### src/rtl/ysyx_23060025_ifu_prefetch_if.sv
// Bundles the redirect, IDU-side handshake and icache read port of the prefetching IFU.
// The master modport is the IFU's view; the slave modport is its environment's view.
interface ysyx_23060025_ifu_prefetch_if #(
    parameter int ADDR_WIDTH = 32,
    parameter int DATA_WIDTH = 32
);
    logic                  redirect_valid_i;
    logic [ADDR_WIDTH-1:0] redirect_pc_i;
    logic                  ifu_valid_o;
    logic                  idu_ready_i;
    logic [DATA_WIDTH-1:0] if_inst_o;
    logic [ADDR_WIDTH-1:0] if_pc_o;
    logic                  halted_o;
    logic                  out_psel;
    logic [ADDR_WIDTH-1:0] out_paddr;
    logic                  out_pready;
    logic [DATA_WIDTH-1:0] out_prdata;

    modport master (
        input  redirect_valid_i, redirect_pc_i, idu_ready_i, out_pready, out_prdata,
        output ifu_valid_o, if_inst_o, if_pc_o, halted_o, out_psel, out_paddr
    );

    modport slave (
        output redirect_valid_i, redirect_pc_i, idu_ready_i, out_pready, out_prdata,
        input  ifu_valid_o, if_inst_o, if_pc_o, halted_o, out_psel, out_paddr
    );
endinterface

### src/rtl/ysyx_23060025_ifu_prefetch.sv
// Sequential prefetch IFU: single-outstanding reads feed a first-word-fall-through {pc, inst}
// queue towards the IDU; redirect flushes everything and ebreak stops further fetching.
module ysyx_23060025_ifu_prefetch #(
    parameter int                    ADDR_WIDTH  = 32,
    parameter int                    DATA_WIDTH  = 32,
    parameter int                    FIFO_DEPTH  = 4,
    parameter logic [ADDR_WIDTH-1:0] RESET_PC    = 32'h8000_0000,
    parameter logic [DATA_WIDTH-1:0] EBREAK_INST = 32'h0010_0073
) (
    input logic clock,
    input logic rstn,
    ysyx_23060025_ifu_prefetch_if.master bus
);
    localparam int PTR_W = $clog2(FIFO_DEPTH);
    localparam int CNT_W = PTR_W + 1;
    localparam logic [CNT_W-1:0] DEPTH_C = CNT_W'(FIFO_DEPTH);

    typedef enum logic [1:0] {S_IDLE, S_REQ, S_DRAIN, S_HALT} state_t;

    state_t                state;
    state_t                state_nx;
    logic [ADDR_WIDTH-1:0] fetch_pc;
    logic [ADDR_WIDTH-1:0] fetch_pc_nx;
    logic [ADDR_WIDTH-1:0] drain_addr;
    logic [ADDR_WIDTH-1:0] pc_mem   [FIFO_DEPTH];
    logic [DATA_WIDTH-1:0] inst_mem [FIFO_DEPTH];
    logic [PTR_W-1:0]      rd_ptr;
    logic [PTR_W-1:0]      wr_ptr;
    logic [CNT_W-1:0]      count;
    logic [CNT_W-1:0]      count_nx;
    logic                  redirect;
    logic                  resp;
    logic                  push;
    logic                  pop;

    assign redirect = bus.redirect_valid_i;
    assign resp     = bus.out_pready;
    assign push     = (state == S_REQ) && resp && !redirect;
    assign pop      = (count != '0) && bus.idu_ready_i && !redirect;

    always_comb begin
        state_nx    = state;
        fetch_pc_nx = fetch_pc;
        count_nx    = count;
        if (redirect) begin
            count_nx    = '0;
            fetch_pc_nx = bus.redirect_pc_i;
        end else begin
            count_nx = count + CNT_W'(push) - CNT_W'(pop);
            if (push) fetch_pc_nx = fetch_pc + ADDR_WIDTH'(4);
        end
        case (state)
            S_IDLE:  if (redirect || count < DEPTH_C) state_nx = S_REQ;
            S_REQ: begin
                // An un-answered request must still complete, so a redirect parks us in S_DRAIN.
                if (redirect) begin
                    state_nx = resp ? S_REQ : S_DRAIN;
                end else if (resp) begin
                    if (bus.out_prdata == EBREAK_INST) state_nx = S_HALT;
                    else if (count_nx < DEPTH_C)       state_nx = S_REQ;
                    else                               state_nx = S_IDLE;
                end
            end
            S_DRAIN: if (resp) state_nx = S_REQ;
            S_HALT:  if (redirect) state_nx = S_REQ;
            default: state_nx = S_IDLE;
        endcase
    end

    always_ff @(posedge clock or negedge rstn) begin
        if (!rstn) begin
            state      <= S_IDLE;
            fetch_pc   <= RESET_PC;
            drain_addr <= RESET_PC;
            count      <= '0;
            rd_ptr     <= '0;
            wr_ptr     <= '0;
        end else begin
            state    <= state_nx;
            fetch_pc <= fetch_pc_nx;
            count    <= count_nx;
            if (redirect) begin
                rd_ptr <= '0;
                wr_ptr <= '0;
            end else begin
                if (push) wr_ptr <= wr_ptr + PTR_W'(1);
                if (pop)  rd_ptr <= rd_ptr + PTR_W'(1);
            end
            // The bus address must stay put while draining even though fetch_pc already moved on.
            if (state == S_REQ && state_nx == S_DRAIN) drain_addr <= fetch_pc;
        end
    end

    always_ff @(posedge clock or negedge rstn) begin
        if (!rstn) begin
            for (int i = 0; i < FIFO_DEPTH; i++) begin
                pc_mem[i]   <= '0;
                inst_mem[i] <= '0;
            end
        end else if (push) begin
            pc_mem[wr_ptr]   <= fetch_pc;
            inst_mem[wr_ptr] <= bus.out_prdata;
        end
    end

    assign bus.out_psel    = (state == S_REQ) || (state == S_DRAIN);
    assign bus.out_paddr   = (state == S_DRAIN) ? drain_addr : fetch_pc;
    assign bus.ifu_valid_o = (count != '0);
    assign bus.if_pc_o     = pc_mem[rd_ptr];
    assign bus.if_inst_o   = inst_mem[rd_ptr];
    assign bus.halted_o    = (state == S_HALT);
endmodule
### src/flat_wrapper.sv
// flat-port wrapper written by rule: the top's interface ports become plain ports
module ysyx_23060025_ifu_prefetch_flat 
#(
    parameter int                    ADDR_WIDTH  = 32,
    parameter int                    DATA_WIDTH  = 32,
    parameter int                    FIFO_DEPTH  = 4,
    parameter logic [ADDR_WIDTH-1:0] RESET_PC    = 32'h8000_0000,
    parameter logic [DATA_WIDTH-1:0] EBREAK_INST = 32'h0010_0073
)
  (clock, rstn, bus_redirect_valid_i, bus_redirect_pc_i, bus_idu_ready_i, bus_out_pready, bus_out_prdata, bus_ifu_valid_o, bus_if_inst_o, bus_if_pc_o, bus_halted_o, bus_out_psel, bus_out_paddr);
  ysyx_23060025_ifu_prefetch_if #(.ADDR_WIDTH(ADDR_WIDTH), .DATA_WIDTH(DATA_WIDTH)) bus_i ();
  input logic clock;
  input logic rstn;
  input wire logic [$bits(bus_i.redirect_valid_i)-1:0] bus_redirect_valid_i;
  input wire logic [$bits(bus_i.redirect_pc_i)-1:0] bus_redirect_pc_i;
  input wire logic [$bits(bus_i.idu_ready_i)-1:0] bus_idu_ready_i;
  input wire logic [$bits(bus_i.out_pready)-1:0] bus_out_pready;
  input wire logic [$bits(bus_i.out_prdata)-1:0] bus_out_prdata;
  output wire logic [$bits(bus_i.ifu_valid_o)-1:0] bus_ifu_valid_o;
  output wire logic [$bits(bus_i.if_inst_o)-1:0] bus_if_inst_o;
  output wire logic [$bits(bus_i.if_pc_o)-1:0] bus_if_pc_o;
  output wire logic [$bits(bus_i.halted_o)-1:0] bus_halted_o;
  output wire logic [$bits(bus_i.out_psel)-1:0] bus_out_psel;
  output wire logic [$bits(bus_i.out_paddr)-1:0] bus_out_paddr;
  assign bus_i.redirect_valid_i = bus_redirect_valid_i;
  assign bus_i.redirect_pc_i = bus_redirect_pc_i;
  assign bus_i.idu_ready_i = bus_idu_ready_i;
  assign bus_i.out_pready = bus_out_pready;
  assign bus_i.out_prdata = bus_out_prdata;
  assign bus_ifu_valid_o = bus_i.ifu_valid_o;
  assign bus_if_inst_o = bus_i.if_inst_o;
  assign bus_if_pc_o = bus_i.if_pc_o;
  assign bus_halted_o = bus_i.halted_o;
  assign bus_out_psel = bus_i.out_psel;
  assign bus_out_paddr = bus_i.out_paddr;
  ysyx_23060025_ifu_prefetch #(.ADDR_WIDTH(ADDR_WIDTH), .DATA_WIDTH(DATA_WIDTH), .FIFO_DEPTH(FIFO_DEPTH), .RESET_PC(RESET_PC), .EBREAK_INST(EBREAK_INST)) u_core (.clock(clock), .rstn(rstn), .bus(bus_i));
endmodule
### config.mk
export PLATFORM = sky130hd
export DESIGN_NAME = ysyx_23060025_ifu_prefetch_flat
export DESIGN_NICKNAME = d
export VERILOG_FILES = /design/src/rtl/ysyx_23060025_ifu_prefetch_if.sv /design/src/rtl/ysyx_23060025_ifu_prefetch.sv /design/src/flat_wrapper.sv
export SDC_FILE = /design/constraint.sdc
export NUM_CORES = 1
export LEC_CHECK = 0
export BUFFER_PORTS_ARGS = -buffer_cell sky130_fd_sc_hd__buf_2
export CORE_MARGIN = 5
export CORE_UTILIZATION = 60
export CTS_CLUSTER_SIZE = 8
export DETAILED_ROUTE_END_ITERATION = 12
export PLACE_DENSITY = 0.81
export SLEW_MARGIN = 20
export SYNTH_ARGS = -nofsm -noshare
export SYNTH_HDL_FRONTEND = slang
export SYNTH_SLANG_ARGS = --single-unit
### constraint.sdc
create_clock -name clock -period 5.8 [get_ports clock]
set_clock_uncertainty 0.2 [all_clocks]
set_input_delay 0.29 -clock clock [delete_from_list [all_inputs] [get_ports clock]]
set_output_delay 0.29 -clock clock [all_outputs]
set_load 0.02 [all_outputs]
Word-level counts from Yosys, hierarchy flattened
Index checks and enable logic that the tools add are counted.
- register bits after elaboration: 329
- input port bits: 69
- output and inout port bits: 99
- word-level logic and storage cells: 71
- $add $sub $neg: 5
- order comparisons: 5
- eq/ne operators: 5
- mux-type cells: 27
- bitwise operators: 2
- reduce and logical (&&, ||, !) cells: 13
- operators by type and width (cell ; count):
    128-bit bitwise mux ; 2
    32-bit 2-to-1 mux ; 8
    32-bit binary-select mux with 2-bit select ; 2
    32-bit demux with 2-bit select ; 1
    32-bit by 3-bit adder with 32-bit output, second input constant ; 1
    32-bit by 21-bit == test with 1-bit output, second input constant ; 1
    2-bit 2-to-1 mux ; 11
    2-bit one-hot mux with 4 select lines ; 1
    2-bit == test, second input constant ; 3
    3-bit greater-or-equal comparator, second input constant ; 2
    1-bit logical AND ; 6
    3-bit < comparator, second input constant ; 2
    2-bit NOT with 3-bit output ; 2
    2-bit by 1-bit adder with 2-bit output, second input constant ; 2
    2-bit nonzero test ; 2
    3-bit by 1-bit adder with 3-bit output ; 1
    3-bit by 1-bit < comparator with 1-bit output, second input constant ; 1
    3-bit 2-to-1 mux ; 1
    3-bit nonzero test ; 1
    3-bit by 1-bit subtractor with 3-bit output ; 1
    2-bit by 1-bit == test with 1-bit output, second input constant ; 1
    2-bit logical NOT ; 1
    1-bit logical OR ; 2
    1-bit logical NOT ; 1
    1-bit 2-to-1 mux ; 1

Logic depth before layout (Yosys ltp)
Gate-level depths: netlist of run 1.
- depth in word-level cells: 14
- mapped depth: 15

Worst setup path before layout of run 1
OpenSTA, ideal clock, no wires.
- path kind: reg2reg
- start: reg u_core.count[1]
- end: reg u_core.drain_addr[10]
- arrival time: 3391 ps
- required time: 5475 ps
- slack: 2083 ps
- stages on the path, launching flop included: 15
- clock period less this slack: 3717 ps
- cell sequence: dfrtp_1 -> or3_1 -> nand2_1 -> nor2_1 -> ha_1 -> inv_1 -> ha_1 -> inv_1 -> fa_1 -> xnor3_1 -> nor3b_1 -> o21ai_1 -> a2111oi_4 -> buf_6 -> mux2_4
- longest elaborated chain between the ends: 13
- RTL lines (what ; line ; text):
    start: declaration ; ysyx_23060025_ifu_prefetch.sv:29 ; logic [CNT_W-1:0] count;
    start signal: assignment ; ysyx_23060025_ifu_prefetch.sv:81 ; count <= count_nx;
    3-bit nonzero test ; - ;
    named net bus_ifu_valid_o ; flat_wrapper.sv:19 ; output wire logic [$bits(bus_i.ifu_valid_o)-1:0] bus_ifu_valid_o;
    1-bit logical AND (2 in a row) ; ysyx_23060025_ifu_prefetch.sv:39 ; assign pop = (count != '0) && bus.idu_ready_i && !redirect;
    3-bit by 1-bit subtractor with 3-bit output ; ysyx_23060025_ifu_prefetch.sv:49 ; count_nx = count + CNT_W'(push) - CNT_W'(pop);
    3-bit 2-to-1 mux ; ysyx_23060025_ifu_prefetch.sv:45 ; if (redirect) begin
    3-bit < comparator ; ysyx_23060025_ifu_prefetch.sv:60 ; else if (count_nx < DEPTH_C) state_nx = S_REQ;
    1-bit 2-to-1 mux ; ysyx_23060025_ifu_prefetch.sv:60 ;
    2-bit 2-to-1 mux ; ysyx_23060025_ifu_prefetch.sv:59 ; if (bus.out_prdata == EBREAK_INST) state_nx = S_HALT;
    2-bit 2-to-1 mux ; ysyx_23060025_ifu_prefetch.sv:58 ; end else if (resp) begin
    2-bit 2-to-1 mux ; ysyx_23060025_ifu_prefetch.sv:56 ; if (redirect) begin
    2-bit one-hot mux with 4 select lines ; ysyx_23060025_ifu_prefetch.sv:52 ; case (state)
    2-bit == test ; ysyx_23060025_ifu_prefetch.sv:90 ; if (state == S_REQ && state_nx == S_DRAIN) drain_addr <= fetch_pc;
    1-bit logical AND ; ysyx_23060025_ifu_prefetch.sv:90 ;
    end signal: assignment ; ysyx_23060025_ifu_prefetch.sv:90 ;
    end: declaration ; ysyx_23060025_ifu_prefetch.sv:24 ; logic [ADDR_WIDTH-1:0] drain_addr;
The timed path passes the listed nets, and every way through them passes these cells.
A chain may end at the register's enable or synchronous reset.

Final worst setup path of run 1
- start: reg u_core.state[1]
- end: reg u_core.drain_addr[19]
- longest elaborated chain between the ends: 14
- RTL lines (what ; line ; text):
    start: declaration ; ysyx_23060025_ifu_prefetch.sv:20 ; state_t state;
    start signal: assignment ; ysyx_23060025_ifu_prefetch.sv:79 ; state <= state_nx;
    2-bit by 1-bit == test with 1-bit output ; ysyx_23060025_ifu_prefetch.sv:38, ysyx_23060025_ifu_prefetch.sv:52, ysyx_23060025_ifu_prefetch.sv:90 ;
    1-bit logical AND (2 in a row) ; ysyx_23060025_ifu_prefetch.sv:38 ; assign push = (state == S_REQ) && resp && !redirect;
    3-bit by 1-bit adder with 3-bit output ; ysyx_23060025_ifu_prefetch.sv:49 ;
    3-bit by 1-bit subtractor with 3-bit output ; ysyx_23060025_ifu_prefetch.sv:49 ;
    3-bit 2-to-1 mux ; ysyx_23060025_ifu_prefetch.sv:45 ;
    3-bit < comparator ; ysyx_23060025_ifu_prefetch.sv:60 ;
    1-bit 2-to-1 mux ; ysyx_23060025_ifu_prefetch.sv:60 ;
    2-bit 2-to-1 mux ; ysyx_23060025_ifu_prefetch.sv:59 ;
    2-bit 2-to-1 mux ; ysyx_23060025_ifu_prefetch.sv:58 ;
    2-bit 2-to-1 mux ; ysyx_23060025_ifu_prefetch.sv:56 ;
    2-bit one-hot mux with 4 select lines ; ysyx_23060025_ifu_prefetch.sv:52 ;
    2-bit == test ; ysyx_23060025_ifu_prefetch.sv:90 ;
    1-bit logical AND (*) ; ysyx_23060025_ifu_prefetch.sv:90 ;
Every way passes the cells marked *; elsewhere a longest branch is shown, timed or not.

==> results.md, run 1 <==
* Status: complete, no violations
* Worst Setup End Kind: register
* Setup-failing EPs final at 0
* Final TNS setup at 0 ns
* Crit path max fanout at 23
* Cell area after synthesis at 0.0152 mm²
* Largest net degree at the start of global routing at 142
* Post-Route Hold Slack at 0.0383 ns
* LEAKAGE at 0.00837 µW
* Slew at the pin with the worst max-slew slack at 1.12 ns
* PwrDens at 498 mW/mm²
* Root buffer cell: clkbuf_16
* Die area at 0.0285 mm²
* Synth top area cells: dfrtp_1 54%, mux2_2 21%, mux4_2 9.5%
* Commonest non-fill, non-tap cell in the layout: dfrtp_1
* Clk_lat worst skew at 0.53 ns
* Worst R2R Setup Slack at 1.46 ns
* Initial DRC count at 730
* Library cells used by synthesis at 49
* DR vias at 9495
* RSZ-0062 raised after global routing: false
* Syn_nets at 1120
* Power Total at 9040 µW
* DP Area at 0.0162 mm²
* GRT Util Overall at 24.5%
* Clk slew on worst S/H paths at 0.05 ns
* Die Height at 169 µm
* CTS tree: yes
* CP Buf/Inv Count at 3
* PortBufs at 167
* #FFs+latches synth at 329
* Antenna violation net count after detailed routing at 0
* TritonCTS Buffers at 47
* First-pass GRT wire length at 55700 µm
* Slew Viols, Final at 0
* CP Cell Sequence: inv_1, ha_1, nand2_1, nor2_1, ha_1, inv_1, fa_1, xnor3_1, nor3b_1, o21ai_1, a2111oi_4, buf_4, mux2_4
* Top FF cell, synth: dfrtp_1
* Min-Delay Path Class: primary input to register
* Synth async-reset ratio at 100%
* Syn Area/Cell at 14.6 µm²
* Final net count at 1327
* EDFF count, synth at 0
* Sequential area share after synthesis at 54.3%
* Placed Cells at 1461
* Hold Violations, Final at 0
* Relative slew slack at 25.1%
* Number of global-route vias before repair at 10.3k
* Worst Hold Path EP: u_core.wr_ptr[1]$_DFFE_PN0N_
* Area leader, netlist: dfrtp_1
* Data required time at the worst endpoint at 6.01 ns
* Critical path launch point: u_core.state[1]$_DFF_PN0_
* Finished Layout Cells at 1600
* Fin crit period at 4.34 ns
* Worst r2r path cells at 13
* Total Wirelength at 34200 µm
* Hold Path Depth at 4
* Final GP Congestion at 0.765
* Post-CTS setup buffers at 0
* Clk sinks at 329
* Design area at 0.0181 mm²
* Cts hold-fix bufs at 66
* Crit path DAT at 4.54 ns
* Initial Util at 60.6%
* Fmax at 231 MHz
* Via density at 5.93
* Post-Synthesis Cells at 1039
* Max H-tree Level at 2
* Min-delay src: bus_out_pready
* Peak supply drop at 0.000307 V
* Row cnt at 58
* I/O pin count at 168
* Fin crit share at 74.7%
* Hpwl dp at 20000 µm
* Final routed DRC violation total at 0
* Most frequent cells in the layout: 325 x dfrtp_1, 277 x mux2_2, 166 x buf_2
* Yosys warns at 0
* Synth top area share at 54.0%
* WS Path Type: register to register
* Clock Tree Buf Depth at 3
* Crit-path slowest cell: nor2_1
* Crit Reg-Reg Endpoint: u_core.drain_addr[19]$_DFFE_PN0P_
* Reg2Reg Launch Point: u_core.state[1]$_DFF_PN0_
* Core area at 0.0250 mm²
* Initial antenna violation count at 1
* Crit-path leading delay family: simple AND/OR/NAND/NOR gates
* Routed len/inst at 21.4 µm
* Chip width at 169 µm
* Layout cells sized above 1 at 48.3%
* Area Growth Syn to Fin at 19.7%
* CP max stage delay at 0.61 ns
* Post-CTS sizing at 0
* Worst setup SP type: register
* Grt ovf at 0
* Maximum Capacitance Violations at 0
* Drt first pass iters at 5
-- cell type report --
cell class / instances / area, µm²
antenna: 1 / 2.50
clock buffer: 71 / 1310
clock inverter: 1 / 8.76
fill: 1596 / 6890
inverter: 16 / 60.1
multi-input combinational: 613 / 6550
sequential: 329 / 8240
tap: 330 / 413
timing repair buffer: 239 / 1560
-- routing by layer --
metal  GRT usage, %  part of all wire, %  vias up
li1               -                    -     4206
met1           34.1                   43     4956
met2           39.6                   49      258
met3           4.53                  5.1       75
met4           7.76                  2.9        0
met5              0                    0        -
-- cells in the mapped netlist, types with 2 or more instances --
library cell,n
dfrtp_1,327
mux2_2,277
mux4_2,64
nand2_1,60
clkbuf_1,55
o21ai_0,46
mux2_4,30
nor2_1,21
inv_1,15
xnor2_1,15
buf_2,12
ha_1,11
nand4_1,10
xor2_1,10
buf_1,9
nor4_1,9
a31oi_1,8
nand3_1,7
or3_1,7
a21oi_1,4
and3_1,3
and4_1,3
buf_6,3
nor4_2,3
and2_1,2
dfstp_2,2
mux2i_1,2
nor2b_1,2
nor3_1,2
-- through the flow --
step                      util [%]  setup WS (ns)
after global placement        64.6           1.67
final                         72.5           1.46
after floorplan                  -           2.08
after global routing          72.5           1.21
after CTS                     72.5           1.47
after detailed placement      64.6           1.50
-- logic make-up (layout without fill, tap and decap cells) --
family                   Yosys count  count (layout)  synth area share, %
adder cells (fa/ha/maj)           12              12                 1.04
multiplexers                     373             373                 33.2
other                              0               1                    0
AO/OA/AOI/OAI                     63              63                 2.39
XOR/XNOR                          26              26                 1.59
flip-flops                       329             329                 54.3
buffers and inverters             97             327                 2.72
AND/OR/NAND/NOR                  139             139                 4.75
-- where the power goes --
| group | internal [µW] | switching [µW] |
|---|---|---|
| logic | 1580 | 1390 |
| clock network | 1530 | 929 |
| registers | 3080 | 543 |
| total | 6180 | 2860 |
-- worst max-delay path by stage --
stage                                         to  slack, ns  depth (start not counted)
6_report       u_core.drain_addr[19]$_DFFE_PN0P_       1.46                         13
2_1_floorplan  u_core.drain_addr[10]$_DFFE_PN0P_       2.08                         14
5_1_grt        u_core.drain_addr[20]$_DFFE_PN0P_       1.21                         13
4_1_cts        u_core.drain_addr[19]$_DFFE_PN0P_       1.47                         13
3_3_place_gp   u_core.drain_addr[16]$_DFFE_PN0P_       1.67                         13
3_5_place_dp   u_core.drain_addr[16]$_DFFE_PN0P_       1.50                         13
-- worst register-to-register path, stage by stage, from the launching register on --
cell and delay [ns]:
dfrtp_1 0.42, inv_1 0.10, ha_1 0.29, nand2_1 0.16, nor2_1 0.61, ha_1 0.27, inv_1 0.05, fa_1 0.37
xnor3_1 0.22, nor3b_1 0.21, o21ai_1 0.15, a2111oi_4 0.33, buf_4 0.47, mux2_4 0.38
-- sequential cells by signal (all words and copies together) (netlist names) --
register and flops:
u_core.inst_mem 128, u_core.pc_mem 128, u_core.drain_addr 32, u_core.fetch_pc 32
u_core.count 3, u_core.rd_ptr 2, u_core.state 2, u_core.wr_ptr 2
(Power assumes the default switching activity.)
==> run 2, diff against run 1 <==
--- a/config.mk
+++ b/config.mk
@@ -7,10 +7,10 @@
 export LEC_CHECK = 0
 export BUFFER_PORTS_ARGS = -buffer_cell sky130_fd_sc_hd__buf_2
 export CORE_MARGIN = 5
-export CORE_UTILIZATION = 60
+export CORE_UTILIZATION = 59
 export CTS_CLUSTER_SIZE = 8
 export DETAILED_ROUTE_END_ITERATION = 12
-export PLACE_DENSITY = 0.81
+export PLACE_DENSITY = 0.8
 export SLEW_MARGIN = 20
 export SYNTH_ARGS = -nofsm -noshare
 export SYNTH_HDL_FRONTEND = slang
==> constraint.sdc (replaced) <==
create_clock -name clock -period 4 [get_ports clock]
set_clock_uncertainty 0.2 [all_clocks]
set_input_delay 0.2 -clock clock [delete_from_list [all_inputs] [get_ports clock]]
set_output_delay 0.2 -clock clock [all_outputs]
set_load 0.02 [all_outputs]
==> run 2 against run 1 <==
- flip-flop and latch count stayed put
- highest routed layer unchanged
- critical path depth is 2 higher
- largest power group unchanged
- largest cell class unchanged
- clock power is 45% higher
- critical path type unchanged
- sequential share of layout area is 0.48 points lower
- via count is 1.8% higher
==> results.md, run 2 (synthesis gave the netlist of run 1 again) <==
* GRT Util Overall at 24.7%
* Clk_lat worst skew at 0.53 ns
* Chip width at 170 µm
* Data required time at the worst endpoint at 4.20 ns
* Worst setup SP type: register
* Final net count at 1346
* Row cnt at 58
* Hpwl dp at 21200 µm
* Maximum Capacitance Violations at 0
* Setup-failing EPs final at 0
* Fin crit share at 95.1%
* Min-Delay Path Class: primary input to asynchronous set/reset pin
* Die area at 0.0290 mm²
* DP Worst Slack at 0.246 ns
* Largest net degree at the start of global routing at 109
* PwrDens at 719 mW/mm²
* Layout cells sized above 1 at 48.9%
* Max H-tree Level at 2
* Wl on met1 at 15000 µm
* CTS tree: yes
* Sequential share of power at 39.7%
* Worst Setup End Kind: register
* Fin crit period at 3.81 ns
* Number of global-route vias before repair at 10.3k
* Worst r2r path cells at 15
* WS Path Type: register to register
* First-pass GRT wire length at 56800 µm
* Via density at 5.98
* Gate power share at 33.3%
* Commonest non-fill, non-tap cell in the layout: dfrtp_1
* DR vias at 9668
* PortBufs at 167
* Antenna violation net count after detailed routing at 0
* Int Pwr at 9000 µW
* Initial Util at 60.0%
* CP max stage delay at 0.41 ns
* Sw Share at 31.8%
* Clock power frac at 27.0%
* Clock Tree Buf Depth at 3
* Drt first pass iters at 5
* Final GP Congestion at 0.802
* Routed len/inst at 22.0 µm
* Post-Route Hold Slack at 0.102 ns
* Initial antenna violation count at 1
* Total Wirelength at 35500 µm
* Max layer used: met4
* Core area at 0.0253 mm²
* Clk slew on worst S/H paths at 0.06 ns
* Status: complete, no violations
* Most frequent cells in the layout: 325 x dfrtp_1, 277 x mux2_2, 166 x buf_2
* Slew at the pin with the worst max-slew slack at 1.13 ns
* TritonCTS Buffers at 47
* Crit-path slowest cell: dfrtp_1
* Area Growth Syn to Fin at 21.0%
* Clk sinks at 329
* Crit path DAT at 4.01 ns
* Relative slew slack at 24.8%
* Fmax at 263 MHz
* Power Total at 13200 µW
* Grt ovf at 0
* I/O pin count at 168
* Root buffer cell: clkbuf_16
* Hold Violations, Final at 0
* Switching pwr at 4190 µW
* Final routed DRC violation total at 0
* Layout fillers at 1594
* Peak supply drop at 0.000414 V
* Initial DRC count at 649
* Metal2 WL at 17500 µm
* Regs by FF count: u_core.inst_mem (128), u_core.pc_mem (128)
* Slew Viols, Final at 0
* Crit path max fanout at 12
* CP Cell Sequence: or3_4, nand2_1, nor2_1, ha_1, inv_1, ha_1, inv_1, fa_1, xnor3_1, nor3b_1, o21ai_1, a2111oi_4, buf_4, clkbuf_16, mux2_4
* Final WS setup at 0.195 ns
* Routed length on met3 at 2080 µm
* Die Height at 170 µm
* LEAKAGE at 0.00847 µW
run 2: cell count changes in the layout (fill, tap and decap cells not counted), sizes merged:
cell,before,now
clkbuf,71,69
buf,173,186
dlygate4sd3,66,71
run 2: repair_timing:
action	in CTS	in global routing
resized for setup	0	5
hold buffers	71	0
hold endpoints to repair	270	0
setup buffers	0	2
setup endpoints to repair	0	8
run 2: critical path, delay by kind of cell (launching register included):
kind                     cells  cell delay, ns
AO/OA/AOI/OAI                2            0.51
XOR/XNOR                     1            0.21
adder cells (fa/ha/maj)      3            0.77
buffers and inverters        4            0.51
flip-flops                   1            0.41
multiplexers                 1            0.30
AND/OR/NAND/NOR              4            0.73
run 2: final cells by class:
type	instances	area [µm²]	area share [%]
clock buffers	68	1300	7.08
clock inverters	1	8.76	0.0478
well taps	330	413	2.25
repair buffers	258	1760	9.62
flip-flops and latches	329	8240	44.9
diodes	1	2.50	0.0136
multi-input cells	613	6550	35.7
inverters	16	60.1	0.327
run 2: power by group through the flow:
stage	Clock, µW	Sequential [µW]	Combinational (µW)
6_report	3560	5240	4400
5_1_grt	3780	5360	4710
4_1_cts	3620	5220	4420
3_5_place_dp	0	5250	4340
3_3_place_gp	0	5180	4230
2_1_floorplan	0	4860	3370
run 2: final timing paths:
kind                                          startpoint  slack (ns)                                end
setup / recovery               u_core.count[2]$_DFF_PN0_        0.19  u_core.drain_addr[27]$_DFFE_PN0P_
hold / removal                                      rstn        0.10    u_core.inst_mem[50]$_DFFE_PN0P_
setup reg to reg               u_core.count[2]$_DFF_PN0_        0.19  u_core.drain_addr[27]$_DFFE_PN0P_
hold reg to reg            u_core.pc_mem[27]$_DFFE_PN0P_        0.28      u_core.pc_mem[27]$_DFFE_PN0P_
max in group asynchronous                           rstn        2.28       u_core.rd_ptr[0]$_DFFE_PN0P_
min in group clock                 bus_redirect_pc_i[12]        0.23    u_core.fetch_pc[12]$_DFFE_PN0N_
run 2: layer usage:
| metal | up-vias | global-route usage (%) |
|---|---|---|
| met5 | - | 0 |
| met4 | 0 | 8.19 |
| met3 | 79 | 4.39 |
| met2 | 302 | 40.1 |
| met1 | 5053 | 34.3 |
| li1 | 4234 | - |
run 2: through the flow:
stage | setup TNS (ns) | cell area [µm²] | utilization (%) | instances
detailed placement | 0 | 16300 | 64.4 | 1472
global route | -0.0860 | 18300 | 72.6 | 1616
floorplan | 0 | 15200 | - | 1039
finish | 0 | 18300 | 72.6 | 1616
global placement | 0 | 16300 | 64.4 | 1472
CTS | 0 | 18300 | 72.4 | 1612
